$ cat src/rtl/comp_pipe_if.sv
// comp_pipe_if: operand/result bundle with valid/ready handshake for comp_pipe.
// The master side presents operand pairs and accepts results; the slave side is the comparator.
interface comp_pipe_if #(
    parameter int unsigned W = 8
);
    logic         in_valid;
    logic         in_ready;
    logic [W-1:0] a;
    logic [W-1:0] b;
    logic         out_valid;
    logic         out_ready;
    logic         a_lt_b;
    logic         a_eq_b;
    logic         a_gt_b;
    logic [W-1:0] abs_diff;
    logic [W-1:0] max_val;
    logic [W-1:0] min_val;
    logic         sat;

    modport master (
        output in_valid, a, b, out_ready,
        input  in_ready, out_valid, a_lt_b, a_eq_b, a_gt_b,
               abs_diff, max_val, min_val, sat
    );

    modport slave (
        input  in_valid, a, b, out_ready,
        output in_ready, out_valid, a_lt_b, a_eq_b, a_gt_b,
               abs_diff, max_val, min_val, sat
    );
endinterface

$ cat src/rtl/comp_pipe.sv
// comp_pipe: two-stage pipelined unsigned magnitude comparator (flags, |A-B|, max/min).
// Define COMP_SAT_EN to clamp abs_diff at SAT and report the clamp on sat.
module comp_pipe #(
    parameter int unsigned W   = 8,
    parameter int unsigned SAT = 24,
    parameter real         T   = 0.0
) (
    input logic        clk,
    input logic        rst,
    comp_pipe_if.slave bus
);
    localparam int unsigned WS = W + 1;

    // Elaboration-time parameter sanity
    if (W < 2) begin : g_bad_w
        $error("comp_pipe: W must be at least 2");
    end
    if (SAT < 1 || 64'(SAT) > ((64'(1) << W) - 64'(1))) begin : g_bad_sat
        $error("comp_pipe: SAT must lie in 1 .. 2**W-1");
    end
    if (T < 0.0) begin : g_bad_t
        $error("comp_pipe: T must be non-negative");
    end

    logic          v1;
    logic          v2;
    logic          adv1;
    logic          adv2;
    logic [WS-1:0] sum;
    logic [W-1:0]  s1_s;
    logic          s1_c;
    logic [W-1:0]  s1_a;
    logic [W-1:0]  s1_b;

    logic          ne;
    logic          lt_n;
    logic          eq_n;
    logic          gt_n;
    logic [W-1:0]  d_n;
    logic [W-1:0]  diff_n;
    logic          sat_n;
    logic [W-1:0]  max_n;
    logic [W-1:0]  min_n;

    logic          lt_q;
    logic          eq_q;
    logic          gt_q;
    logic [W-1:0]  diff_q;
    logic [W-1:0]  max_q;
    logic [W-1:0]  min_q;
    logic          sat_q;

    // A stage may load when it is empty or its successor is taking its content
    assign adv2         = ~v2 | bus.out_ready;
    assign adv1         = ~v1 | adv2;
    assign bus.in_ready = adv1;

    // a - b as a + ~b + 1; carry-out set means a >= b
    assign sum = {1'b0, bus.a} + {1'b0, ~bus.b} + WS'(1);

    always_ff @(posedge clk) begin
        if (rst) begin
            v1   <= 1'b0;
            s1_s <= '0;
            s1_c <= 1'b0;
            s1_a <= '0;
            s1_b <= '0;
        end else if (adv1) begin
            v1 <= bus.in_valid;
            if (bus.in_valid) begin
                s1_s <= sum[W-1:0];
                s1_c <= sum[W];
                s1_a <= bus.a;
                s1_b <= bus.b;
            end
        end
    end

    // Flag decode, conditional negate and operand swap from the S1 difference
    always_comb begin
        ne     = |s1_s;
        eq_n   = ~ne;
        gt_n   = ne & s1_c;
        lt_n   = ne & ~s1_c;
        d_n    = lt_n ? (~s1_s + W'(1)) : s1_s;
        max_n  = lt_n ? s1_b : s1_a;
        min_n  = lt_n ? s1_a : s1_b;
        diff_n = d_n;
        sat_n  = 1'b0;
`ifdef COMP_SAT_EN
        if (d_n > W'(SAT)) begin
            diff_n = W'(SAT);
            sat_n  = 1'b1;
        end
`endif
    end

    always_ff @(posedge clk) begin
        if (rst) begin
            v2     <= 1'b0;
            lt_q   <= 1'b0;
            eq_q   <= 1'b0;
            gt_q   <= 1'b0;
            diff_q <= '0;
            max_q  <= '0;
            min_q  <= '0;
            sat_q  <= 1'b0;
        end else if (adv2) begin
            v2 <= v1;
            if (v1) begin
                lt_q   <= lt_n;
                eq_q   <= eq_n;
                gt_q   <= gt_n;
                diff_q <= diff_n;
                max_q  <= max_n;
                min_q  <= min_n;
                sat_q  <= sat_n;
            end
        end
    end

    assign bus.out_valid = v2;
    assign bus.a_lt_b    = lt_q;
    assign bus.a_eq_b    = eq_q;
    assign bus.a_gt_b    = gt_q;
    assign bus.abs_diff  = diff_q;
    assign bus.max_val   = max_q;
    assign bus.min_val   = min_q;
    assign bus.sat       = sat_q;
endmodule

$ cat src/flat_wrapper.sv
// flat-port wrapper written by rule: the top's interface ports become plain ports
module comp_pipe_flat 
#(
    parameter int unsigned W   = 8,
    parameter int unsigned SAT = 24,
    parameter real         T   = 0.0
)
  (clk, rst, bus_in_valid, bus_a, bus_b, bus_out_ready, bus_in_ready, bus_out_valid, bus_a_lt_b, bus_a_eq_b, bus_a_gt_b, bus_abs_diff, bus_max_val, bus_min_val, bus_sat);
  comp_pipe_if #(.W(W)) bus_i ();
  input logic clk;
  input logic rst;
  input wire logic [$bits(bus_i.in_valid)-1:0] bus_in_valid;
  input wire logic [$bits(bus_i.a)-1:0] bus_a;
  input wire logic [$bits(bus_i.b)-1:0] bus_b;
  input wire logic [$bits(bus_i.out_ready)-1:0] bus_out_ready;
  output wire logic [$bits(bus_i.in_ready)-1:0] bus_in_ready;
  output wire logic [$bits(bus_i.out_valid)-1:0] bus_out_valid;
  output wire logic [$bits(bus_i.a_lt_b)-1:0] bus_a_lt_b;
  output wire logic [$bits(bus_i.a_eq_b)-1:0] bus_a_eq_b;
  output wire logic [$bits(bus_i.a_gt_b)-1:0] bus_a_gt_b;
  output wire logic [$bits(bus_i.abs_diff)-1:0] bus_abs_diff;
  output wire logic [$bits(bus_i.max_val)-1:0] bus_max_val;
  output wire logic [$bits(bus_i.min_val)-1:0] bus_min_val;
  output wire logic [$bits(bus_i.sat)-1:0] bus_sat;
  assign bus_i.in_valid = bus_in_valid;
  assign bus_i.a = bus_a;
  assign bus_i.b = bus_b;
  assign bus_i.out_ready = bus_out_ready;
  assign bus_in_ready = bus_i.in_ready;
  assign bus_out_valid = bus_i.out_valid;
  assign bus_a_lt_b = bus_i.a_lt_b;
  assign bus_a_eq_b = bus_i.a_eq_b;
  assign bus_a_gt_b = bus_i.a_gt_b;
  assign bus_abs_diff = bus_i.abs_diff;
  assign bus_max_val = bus_i.max_val;
  assign bus_min_val = bus_i.min_val;
  assign bus_sat = bus_i.sat;
  comp_pipe #(.W(W), .SAT(SAT), .T(T)) u_core (.clk(clk), .rst(rst), .bus(bus_i));
endmodule
$ cat config.mk
export PLATFORM = sky130hd
export DESIGN_NAME = comp_pipe_flat
export DESIGN_NICKNAME = d
export VERILOG_FILES = /design/src/rtl/comp_pipe_if.sv /design/src/rtl/comp_pipe.sv /design/src/flat_wrapper.sv
export SDC_FILE = /design/constraint.sdc
export NUM_CORES = 1
export LEC_CHECK = 0
export BUFFER_PORTS_ARGS = -buffer_cell sky130_fd_sc_hd__buf_2
export CAP_MARGIN = 30
export CORE_MARGIN = 2
export CORE_UTILIZATION = 59
export DETAILED_ROUTE_END_ITERATION = 8
export PLACE_DENSITY = 0.84
export SETUP_SLACK_MARGIN = 0.02
export SYNTH_ARGS = -nofsm -noshare
export SYNTH_HDL_FRONTEND = slang
export SYNTH_SLANG_ARGS = --single-unit
$ cat constraint.sdc
create_clock -name clk -period 4.8 [get_ports clk]
set_clock_uncertainty 0.15 [all_clocks]
set_input_delay 0 -clock clk [delete_from_list [all_inputs] [get_ports clk]]
set_output_delay 0 -clock clk [all_outputs]
set_load 0.05 [all_outputs]
==> out/qor.csv, run 1 <==
stage,metric,value,unit
run_status,status,"finished, final reports clean",
placed_design,Post-Place Cells,392,
timing,final worst path period share,47.9,%
cts,H-tree Lvls,2,
power,P_sw,0.364,mW
cts,CTS root buffer,clkbuf_8,
finish,layout cells sized above 1,17.9,%
yosys,synth top area cells,"dfxtp_1, a211oi_1, mux2i_1",
finish,P&R area growth vs syn,21.4,%
finish,number of fill cells in the layout,360,
critical_path,Startpoint Class,flip-flop,
power,Flop pwr share,45.7,%
hold_path,Worst Hold Class,flip-flop to flip-flop,
timing,normalized max-slew margin,39.0,%
power,Int Pwr,0.748,mW
floorplan,core box area,4320,um^2
yosys,Synth Register Bits,54,
yosys,top-area cell type share of the netlist area,41.2,%
power,sw frac,32.7,%
power,Lkg Pwr,1.39,nW
routing,antenna-violating nets left,0,
timing,Slew @ Worst Pin,914,ps
critical_path,"setup slack, reg-to-reg",2500,ps
power,worst vdd ir,194,uV
critical_path,critical path's slowest cell,a21oi_1,
critical_path,crit path DAT,2330,ps
floorplan,die width,70.7,um
global_route,initial antenna violation count,0,
routing,routed vias,2380,
floorplan,DIE HEIGHT,70.7,um
timing,"Slew Viols, Final",0,
cts,Clock Pin Slew Worst Setup and Hold Paths,100,ps
critical_path,crit-path max cell delay,480,ps
yosys,sequential-to-total area share from yosys stat,41.2,%
yosys,synthesized netlist cell count,311,
critical_path,critical path class,flip-flop to flip-flop,
timing,FMAX,435,MHz
floorplan,row count,24,
finish,Storage cell area,1080,um^2
timing,final setup vio count,0,
global_route,largest net degree at the start of global routing,62,
global_route,first-pass GRT wire length,10200,um
finish,ant diodes,0,
yosys,Syn. warnings,0,
global_route,gr ovfl total,0,
cts,TritonCTS Buffers,5,
yosys,asr flop ratio synth,0,%
cts,CTS resizes,0,
finish,final layout net count,398,
routing,# DRC,0,
placed_design,GP Congestion,0.838,
timing,Post-Route Setup TNS,0,ps
floorplan,die area,4990,um^2
yosys,Post-synth EDFFs,0,
floorplan,Starting Density,60.6,%
routing,wire length per cell,14.4,um
yosys,dominant synthesized flop cell,dfxtp_1,
timing,setup repair after global routing missed its margin,false,
routing,Vias/cell,5.65,
cts,CTS sink cnt,54,
timing,final-report hold violation count,0,
critical_path,worst-path cell chain,inv_1 -> ha_1 -> nor3b_2 -> a21oi_1 -> buf_4 -> mux2i_1 -> a211oi_1,
timing,Final Critical Period,2300,ps
run,max_cap viols,0,
power,Combinational Power Share,26.3,%
routing,Iter 0 DRT Violations,155,
critical_path,CP max FO,6,
routing,Detailed Route WL,6050,um
power,power per cell area,350,nW/um^2
global_route,vias in the first global route,2236,
critical_path,crit end category,flip-flop,
global_route,gr usage total,25.2,%
cts,Max Buffers Root-to-Sink,2,
power,clock network fraction of total power,27.9,%
routing,first-pass detailed-route iteration total,4,
floorplan,Ports,50,
yosys,Cell variety after synth,49,
critical_path,"Req. time, crit path",4830,ps
yosys,syn_nets,341,
placed_design,port buffer count,48,
placed_design,hpwl dp,3900,um
yosys,mean post-synth cell area,8.43,um^2
yosys,synthesized area,2620,um^2
cts,worst skew pair latency,320,ps
cts,CTS tree,done,
yosys,post-synth top area cell,dfxtp_1,
finish,Finished Layout Cells,421,
finish,area of the multi-input gates,1400,um^2
==> critical path: cells and delay by family (launching register included) <==
family	cells	cell delay (ps)
AOI/OAI and AO/OA	2	570
DFF	1	420
buffers and inverters	2	350
adders and majority gates	1	250
muxes	1	230
and+or+nand+nor	1	200
==> state kept, by name, indices dropped and copies added (netlist names), 8 cells and up <==
register,flops
u_core.bus.abs_diff,8
u_core.bus.max_val,8
u_core.s1_b,8
u_core.s1_s,8
u_core.s1_a,8
u_core.bus.min_val,8
==> logic make-up (layout without fill, tap and decap cells) <==
family                     after synthesis  count (layout)  synth area share [%]
xor gates and xnor gates                 4               4                  1.34
buffers and inverters                   35              93                  5.49
adders and majority gates               10              10                  5.06
AOI/OAI and AO/OA                       81              81                  20.5
other                                    1               1                 0.143
DFF                                     54              54                  41.2
muxes                                   17              17                  6.49
and+or+nand+nor                        109             109                  19.8
==> routing by layer <==
layer	share of wire, %	global-route usage (%)	up-vias
met5	0	0	-
met4	1.3	7.13	0
met3	4.5	5.56	7
met2	48	43.0	62
met1	46	32.4	1108
li1	-	-	1203
==> synth_stat cells (3+ instances only) <==
cell type,number
dfxtp_1,54
nand2_1,44
nor2_1,35
a21oi_1,32
a211oi_1,24
mux2i_1,17
clkbuf_1,16
inv_1,14
ha_1,9
o21ai_0,7
nand2b_1,4
nand3_1,4
xnor2_1,4
nor2b_1,3
==> final cells by class <==
cell class              instances  area share (%)
clock buffers                   5            2.16
clock inverters                 3            1.38
inverters                      14            1.65
multi-input cells             222            43.9
flip-flops and latches         54            34.0
well taps                      52            2.04
repair buffers                 71            14.9
==> worst paths after layout <==
path | end | start | cells after the start
min | u_core.bus.abs_diff[0] | u_core.bus.abs_diff[0] | 2
max | u_core.bus.max_val[7] | u_core.s1_s[0] | 7
min reg2reg | u_core.bus.abs_diff[0] | u_core.bus.abs_diff[0] | 2
max reg2reg | u_core.bus.max_val[7] | u_core.s1_s[0] | 7
==> power groups by stage <==
stage | registers, mW | clock network, mW | logic, mW
after floorplan | 0.570 | 0 | 0.165
after global placement | 0.517 | 0 | 0.271
after detailed placement | 0.519 | 0 | 0.275
after CTS | 0.508 | 0.312 | 0.289
after global routing | 0.513 | 0.332 | 0.319
final | 0.509 | 0.311 | 0.293
==> stage by stage <==
step | area [um^2] | utilization (%) | setup WS (ps) | power, mW | hold WS (ps)
finish | 3180 | 73.6 | 2500 | 1.11 | 313
global route | 3180 | 73.6 | 2310 | 1.16 | 339
CTS | 3150 | 72.9 | 2470 | 1.11 | 239
detailed placement | 2850 | 65.9 | 2490 | 0.794 | 110
global placement | 2850 | 65.9 | 2610 | 0.788 | 109
floorplan | 2620 | - | 2580 | 0.735 | -14.0
==> timing repair <==
item	4_1_cts	5_1_grt
hold buffers	19	1
buffers inserted	0	0
hold endpoints to repair	23	2
==> cells in the final DEF (no fill, tap or decap), types with 3 or more instances in the layout <==
master,synthesis,final
a211oi_1,24,24
a21oi_1,32,32
buf_2,1,48
clkbuf_8,0,5
dfxtp_1,54,54
dlygate4sd3_1,0,20
ha_1,9,9
inv_1,14,14
mux2i_1,17,17
nand2_1,44,44
nand2b_1,4,4
nand3_1,4,4
nor2_1,35,35
nor2b_1,3,3
o21ai_0,7,7
xnor2_1,4,4
(Power assumes the default switching activity.)
==> run 2: changes to the inputs <==
--- a/config.mk
+++ b/config.mk
@@ -8,9 +8,9 @@
 export BUFFER_PORTS_ARGS = -buffer_cell sky130_fd_sc_hd__buf_2
 export CAP_MARGIN = 30
 export CORE_MARGIN = 2
-export CORE_UTILIZATION = 59
+export CORE_UTILIZATION = 55
 export DETAILED_ROUTE_END_ITERATION = 8
-export PLACE_DENSITY = 0.84
+export PLACE_DENSITY = 0.79
 export SETUP_SLACK_MARGIN = 0.02
 export SYNTH_ARGS = -nofsm -noshare
 export SYNTH_HDL_FRONTEND = slang
==> constraint.sdc (replaced) <==
create_clock -name clk -period 2.31 [get_ports clk]
set_clock_uncertainty 0.15 [all_clocks]
set_input_delay 0 -clock clk [delete_from_list [all_inputs] [get_ports clk]]
set_output_delay 0 -clock clk [all_outputs]
set_load 0.05 [all_outputs]
==> run 2 against run 1 <==
Compared with the run above: setup slack got worse by 2400 ps; utilization is 5.2 points lower; clock-buffer cell count up 2; critical path depth is 1 higher; sequential cell count unchanged; via count increased by 1.3%; wire length grew 1.1%; non-clock buffer count grew 3; worst hold slack got worse by 230 ps; combinational power up 110%.
==> out/qor.csv, run 2 (synthesis results as in run 1) <==
stage,metric,value,unit
run_status,status,"finished, final reports clean",
critical_path,Worst setup startpoint,bus_b[0],
global_route,gr usage total,23.7,%
timing,final-report hold violation count,0,
cts,CTS tree,done,
floorplan,Ports,50,
floorplan,DIE HEIGHT,73.0,um
placed_design,port buffer count,48,
routing,# DRC,0,
timing,setup repair after global routing missed its margin,false,
critical_path,crit end category,flip-flop,
global_route,initial antenna violation count,0,
cts,worst skew pair latency,310,ps
timing,Worst Slack Setup Final,121,ps
hold_path,Worst Hold Class,input port to flip-flop,
cts,Max Buffers Root-to-Sink,2,
cts,CTS sink cnt,54,
timing,FMAX,457,MHz
routing,routed vias,2412,
cts,H-tree Lvls,2,
finish,ant diodes,0,
routing,wire length per cell,14.4,um
floorplan,Starting Density,56.2,%
critical_path,crit path DAT,2240,ps
finish,number of fill cells in the layout,396,
cts,Clock Pin Slew Worst Setup and Hold Paths,100,ps
routing,Vias/cell,5.66,
global_route,vias in the first global route,2233,
timing,final worst path period share,94.8,%
power,worst vdd ir,430,uV
placed_design,Area after DPL,2890,um^2
power,Lkg Pwr,1.40,nW
timing,Final Critical Period,2190,ps
global_route,gr ovfl total,0,
cts,setup bufs post-CTS,0,
routing,first-pass detailed-route iteration total,4,
floorplan,core box area,4660,um^2
cts,CTS root buffer,clkbuf_8,
hold_path,min-delay src,rst,
timing,"Slew Viols, Final",0,
timing,Slew @ Worst Pin,668,ps
timing,final setup vio count,0,
placed_design,pre-CTS WS,176,ps
critical_path,"Req. time, crit path",2360,ps
finish,Post-Layout Inst Area,3190,um^2
critical_path,FF-to-FF Start,u_core.s1_s[0],
routing,Detailed Route WL,6120,um
global_route,first-pass GRT wire length,9920,um
placed_design,hpwl dp,4110,um
finish,P&R area growth vs syn,21.6,%
global_route,largest net degree at the start of global routing,51,
routing,Iter 0 DRT Violations,163,
floorplan,die width,73.0,um
floorplan,row count,25,
finish,most frequent cells in the layout,"dfxtp_1, buf_2, nand2_1, nor2_1, a21oi_1",
critical_path,critical path class,input port to flip-flop,
timing,Post-Route Setup TNS,0,ps
finish,"commonest non-fill, non-tap cell in the layout",dfxtp_1,
finish,layout cells sized above 1,19.1,%
floorplan,die area,5330,um^2
placed_design,GP Congestion,0.775,
critical_path,Startpoint Class,input port,
routing,antenna-violating nets left,0,
critical_path,"setup slack, reg-to-reg",180,ps
run,max_cap viols,0,
cts,TritonCTS Buffers,5,
finish,final layout net count,401,
critical_path,CP max FO,3,
power,power per cell area,709,nW/um^2
timing,normalized max-slew margin,55.5,%
-- run 2: changes by cell type in the layout (fill, tap and decap cells not counted), sizes merged --
cell         delta
dlygate4sd3     -1
bufinv          -1
buf             +4
clkbuf          +2
inv             -1
-- run 2: per-stage QoR --
stage	hold slack, ps	util, %	total power [mW]	instances
5_1_grt	119	68.4	2.36	426
2_1_floorplan	-14.0	-	1.53	311
4_1_cts	87.0	68.3	2.26	426
3_3_place_gp	111	62.0	1.65	399
6_report	83.8	68.4	2.26	426
3_5_place_dp	114	62.0	1.67	399
-- run 2: cell type report --
type / count / area, um^2 / share of cell area [%]
clock buffer: 7 / 96.3 / 3.02
tap: 54 / 67.6 / 2.12
timing repair buffer: 74 / 483 / 15.2
sequential: 54 / 1080 / 33.9
multi-input combinational: 222 / 1400 / 43.9
clock inverter: 1 / 8.76 / 0.275
inverter: 14 / 52.6 / 1.65
-- run 2: report_power, final --
group	internal [mW]	switching (mW)
Sequential	0.998	0.0576
Clock	0.275	0.308
Combinational	0.237	0.383
Total	1.51	0.748
-- run 2: repair_timing --
item / 4_1_cts / 5_1_grt
gates resized for setup: 0 / 1
endpoints found under the setup margin: 0 / 4
hold buffers: 19 / 0
endpoints found under the hold margin: 23 / 0
-- run 2: critical path, cell delays in order --
cell and delay [ps]:
dlygate4sd3_1 530, buf_2 130, ha_1 220, fa_1 410, nand2b_1 180, a21oi_1 240
o21ai_0 170, a221o_1 340
-- run 2: path summary, 6_finish.rpt --
check,cells past startpoint,endpoint
max,8,u_core.s1_s[6]
min,2,u_core.s1_s[4]
max reg2reg,6,u_core.bus.abs_diff[5]
min reg2reg,2,u_core.bus.a_eq_b
-- run 2: per-layer routing --
metal | up-vias | global-route usage (%) | wire [um]
li1 | 1210 | - | -
met1 | 1105 | 30.8 | 2700
met2 | 78 | 38.2 | 2900
met3 | 19 | 3.73 | 336
met4 | 0 | 11.3 | 180
met5 | - | 0 | 0
==> run 3: changes to the inputs <==
==> constraint.sdc (replaced) <==
create_clock -name clk -period 2.31 [get_ports clk]
set_clock_uncertainty 0.15 [all_clocks]
set_input_delay 0.1155 -clock clk [delete_from_list [all_inputs] [get_ports clk]]
set_output_delay 0.1155 -clock clk [all_outputs]
set_load 0.05 [all_outputs]
==> run 3 against run 2 <==
Compared with the run above: critical path type unchanged; setup slack gained 25 ps; sequential power is essentially flat; sequential share of layout area is essentially flat; wire length shrank 6.4%; via count shrank 3.5%; fmax grew 1.2%; clock power grew 7.4%; critical path depth shrank 1; largest cell class unchanged.
==> out/qor.csv, run 3 (synthesis results as in run 1) <==
stage,metric,value,unit
timing,Slew @ Worst Pin,760,ps
floorplan,die area,5330,um^2
finish,most frequent cells in the layout,"dfxtp_1, buf_2, nand2_1, nor2_1, a21oi_1",
floorplan,row count,25,
global_route,grt met3 use,4.83,%
finish,layout cells sized above 1,18.8,%
timing,FMAX,462,MHz
timing,setup repair after global routing missed its margin,false,
routing,first-pass detailed-route iteration total,4,
finish,Storage cell area,1080,um^2
critical_path,crit end category,flip-flop,
global_route,met1 GRT Util,30.1,%
critical_path,r2r worst-path depth,7,
routing,# DRC,0,
run_status,status,"finished, final reports clean",
critical_path,CP max FO,3,
timing,"Slew Viols, Final",0,
critical_path,crit path DAT,2220,ps
critical_path,Buf/Inv on CP,2,
power,power per cell area,721,nW/um^2
routing,Iter 0 DRT Violations,129,
routing,Detailed Route WL,5720,um
floorplan,core box area,4660,um^2
run,max_cap viols,0,
critical_path,crit-path max cell delay,540,ps
finish,ant diodes,0,
finish,P&R area growth vs syn,21.6,%
global_route,initial antenna violation count,0,
placed_design,Post-Place Cells,400,
finish,final layout net count,401,
timing,Final Critical Period,2160,ps
critical_path,WP depth,7,
cts,CTS tree,done,
finish,Final Core Density,68.4,%
timing,final-report hold violation count,0,
critical_path,Startpoint Class,input port,
routing,Vias/cell,5.46,
finish,area of the multi-input gates,1400,um^2
power,worst vdd ir,421,uV
timing,Post-Route Setup TNS,0,ps
critical_path,critical path's slowest cell,dlygate4sd3_1,
cts,H-tree Lvls,2,
cts,Max Buffers Root-to-Sink,2,
routing,wire length per cell,13.4,um
finish,"commonest non-fill, non-tap cell in the layout",dfxtp_1,
floorplan,Starting Density,56.2,%
cts,CTS root buffer,clkbuf_8,
timing,final setup vio count,0,
hold_path,hold path cells,3,
placed_design,hpwl dp,3960,um
cts,worst skew pair latency,310,ps
global_route,largest net degree at the start of global routing,51,
critical_path,"Req. time, crit path",2360,ps
placed_design,port buffer count,48,
floorplan,DIE HEIGHT,73.0,um
cts,Clock Pin Slew Worst Setup and Hold Paths,90,ps
global_route,gr ovfl total,0,
global_route,vias in the first global route,2102,
cts,CTS sink cnt,54,
finish,Finished Layout Cells,426,
critical_path,Crit path max-delay family,compound AO/OA/AOI/OAI gates,
global_route,busiest grt layer,met2,
power,Lkg Pwr,1.40,nW
critical_path,critical path class,input port to flip-flop,
cts,TritonCTS Buffers,5,
placed_design,GP Congestion,0.831,
global_route,gr usage total,22.2,%
global_route,first-pass GRT wire length,9300,um
cts,setup bufs post-CTS,0,
hold_path,Worst Hold Class,input port to flip-flop,
finish,number of fill cells in the layout,391,
global_route,grt met2 use,35.0,%
routing,routed vias,2328,
routing,antenna-violating nets left,0,
timing,final worst path period share,93.7,%
critical_path,worst-path cell chain,dlygate4sd3_1 -> buf_2 -> fa_1 -> nand2b_1 -> a21oi_1 -> o21ai_0 -> a221o_1,
floorplan,die width,73.0,um
timing,normalized max-slew margin,49.3,%
floorplan,Ports,50,
run 3: cell count changes in the layout (fill, tap and decap cells not counted):
| cell | before | now |
|---|---|---|
| a21o_1 | 0 | 1 |
| a21o_2 | 1 | 0 |
| buf_4 | 7 | 8 |
| bufinv_16 | 0 | 1 |
| clkbuf_1 | 0 | 1 |
| clkbuf_8 | 7 | 5 |
| clkinv_4 | 1 | 0 |
| clkinvlp_4 | 0 | 1 |
| dlygate4sd3_1 | 19 | 18 |
run 3: layout make-up:
| class | instances | share of cell area [%] |
|---|---|---|
| well taps | 54 | 2.12 |
| inverters | 14 | 1.65 |
| multi-input cells | 222 | 43.8 |
| repair buffers | 74 | 15.1 |
| flip-flops and latches | 54 | 33.9 |
| clock buffers | 6 | 2.28 |
| clock inverters | 2 | 1.18 |
run 3: path summary, 6_finish.rpt:
path | startpoint | end | slack (ps)
worst min-delay path | bus_b[0] | u_core.s1_s[0] | 20
worst max register to register | u_core.s1_s[0] | u_core.bus.min_val[4] | 180
worst min register to register | u_core.bus.a_lt_b | u_core.bus.a_lt_b | 310
worst max-delay path | bus_b[1] | u_core.s1_s[6] | 150
run 3: timing repair:
item,in CTS,in global routing
hold buffers,18,0
resized for setup,0,0
endpoints found under the hold margin,18,0
run 3: power by group:
group / switching (mW) / internal (mW)
sequential: 0.0591 / 0.998
clock: 0.303 / 0.324
combinational: 0.377 / 0.239
run 3: worst reg2reg max path: stages (launching register included):
cell      delay [ps]
dfxtp_1          430
inv_1             70
ha_1             250
nor3b_2          200
a21oi_1          290
buf_4            270
mux2i_1          250
a211oi_1         100
run 3: routing by layer:
metal / vias up / wire length [um]
met2: 51 / 2620
met4: 0 / 97
met1: 1064 / 2800
met3: 10 / 208
li1: 1203 / -
met5: - / 0
run 3: per-stage QoR:
| stage | area [um^2] | total power, mW | worst slack [ps] | hold WS (ps) |
|---|---|---|---|---|
| 2_1_floorplan | 2620 | 1.53 | 89.1 | 101 |
| 5_1_grt | 3190 | 2.41 | 71.8 | 46.5 |
| 4_1_cts | 3190 | 2.31 | 153 | 15.0 |
| 3_3_place_gp | 2900 | 1.65 | 332 | 226 |
| 6_report | 3190 | 2.30 | 146 | 22.5 |
| 3_5_place_dp | 2900 | 1.67 | 258 | 227 |
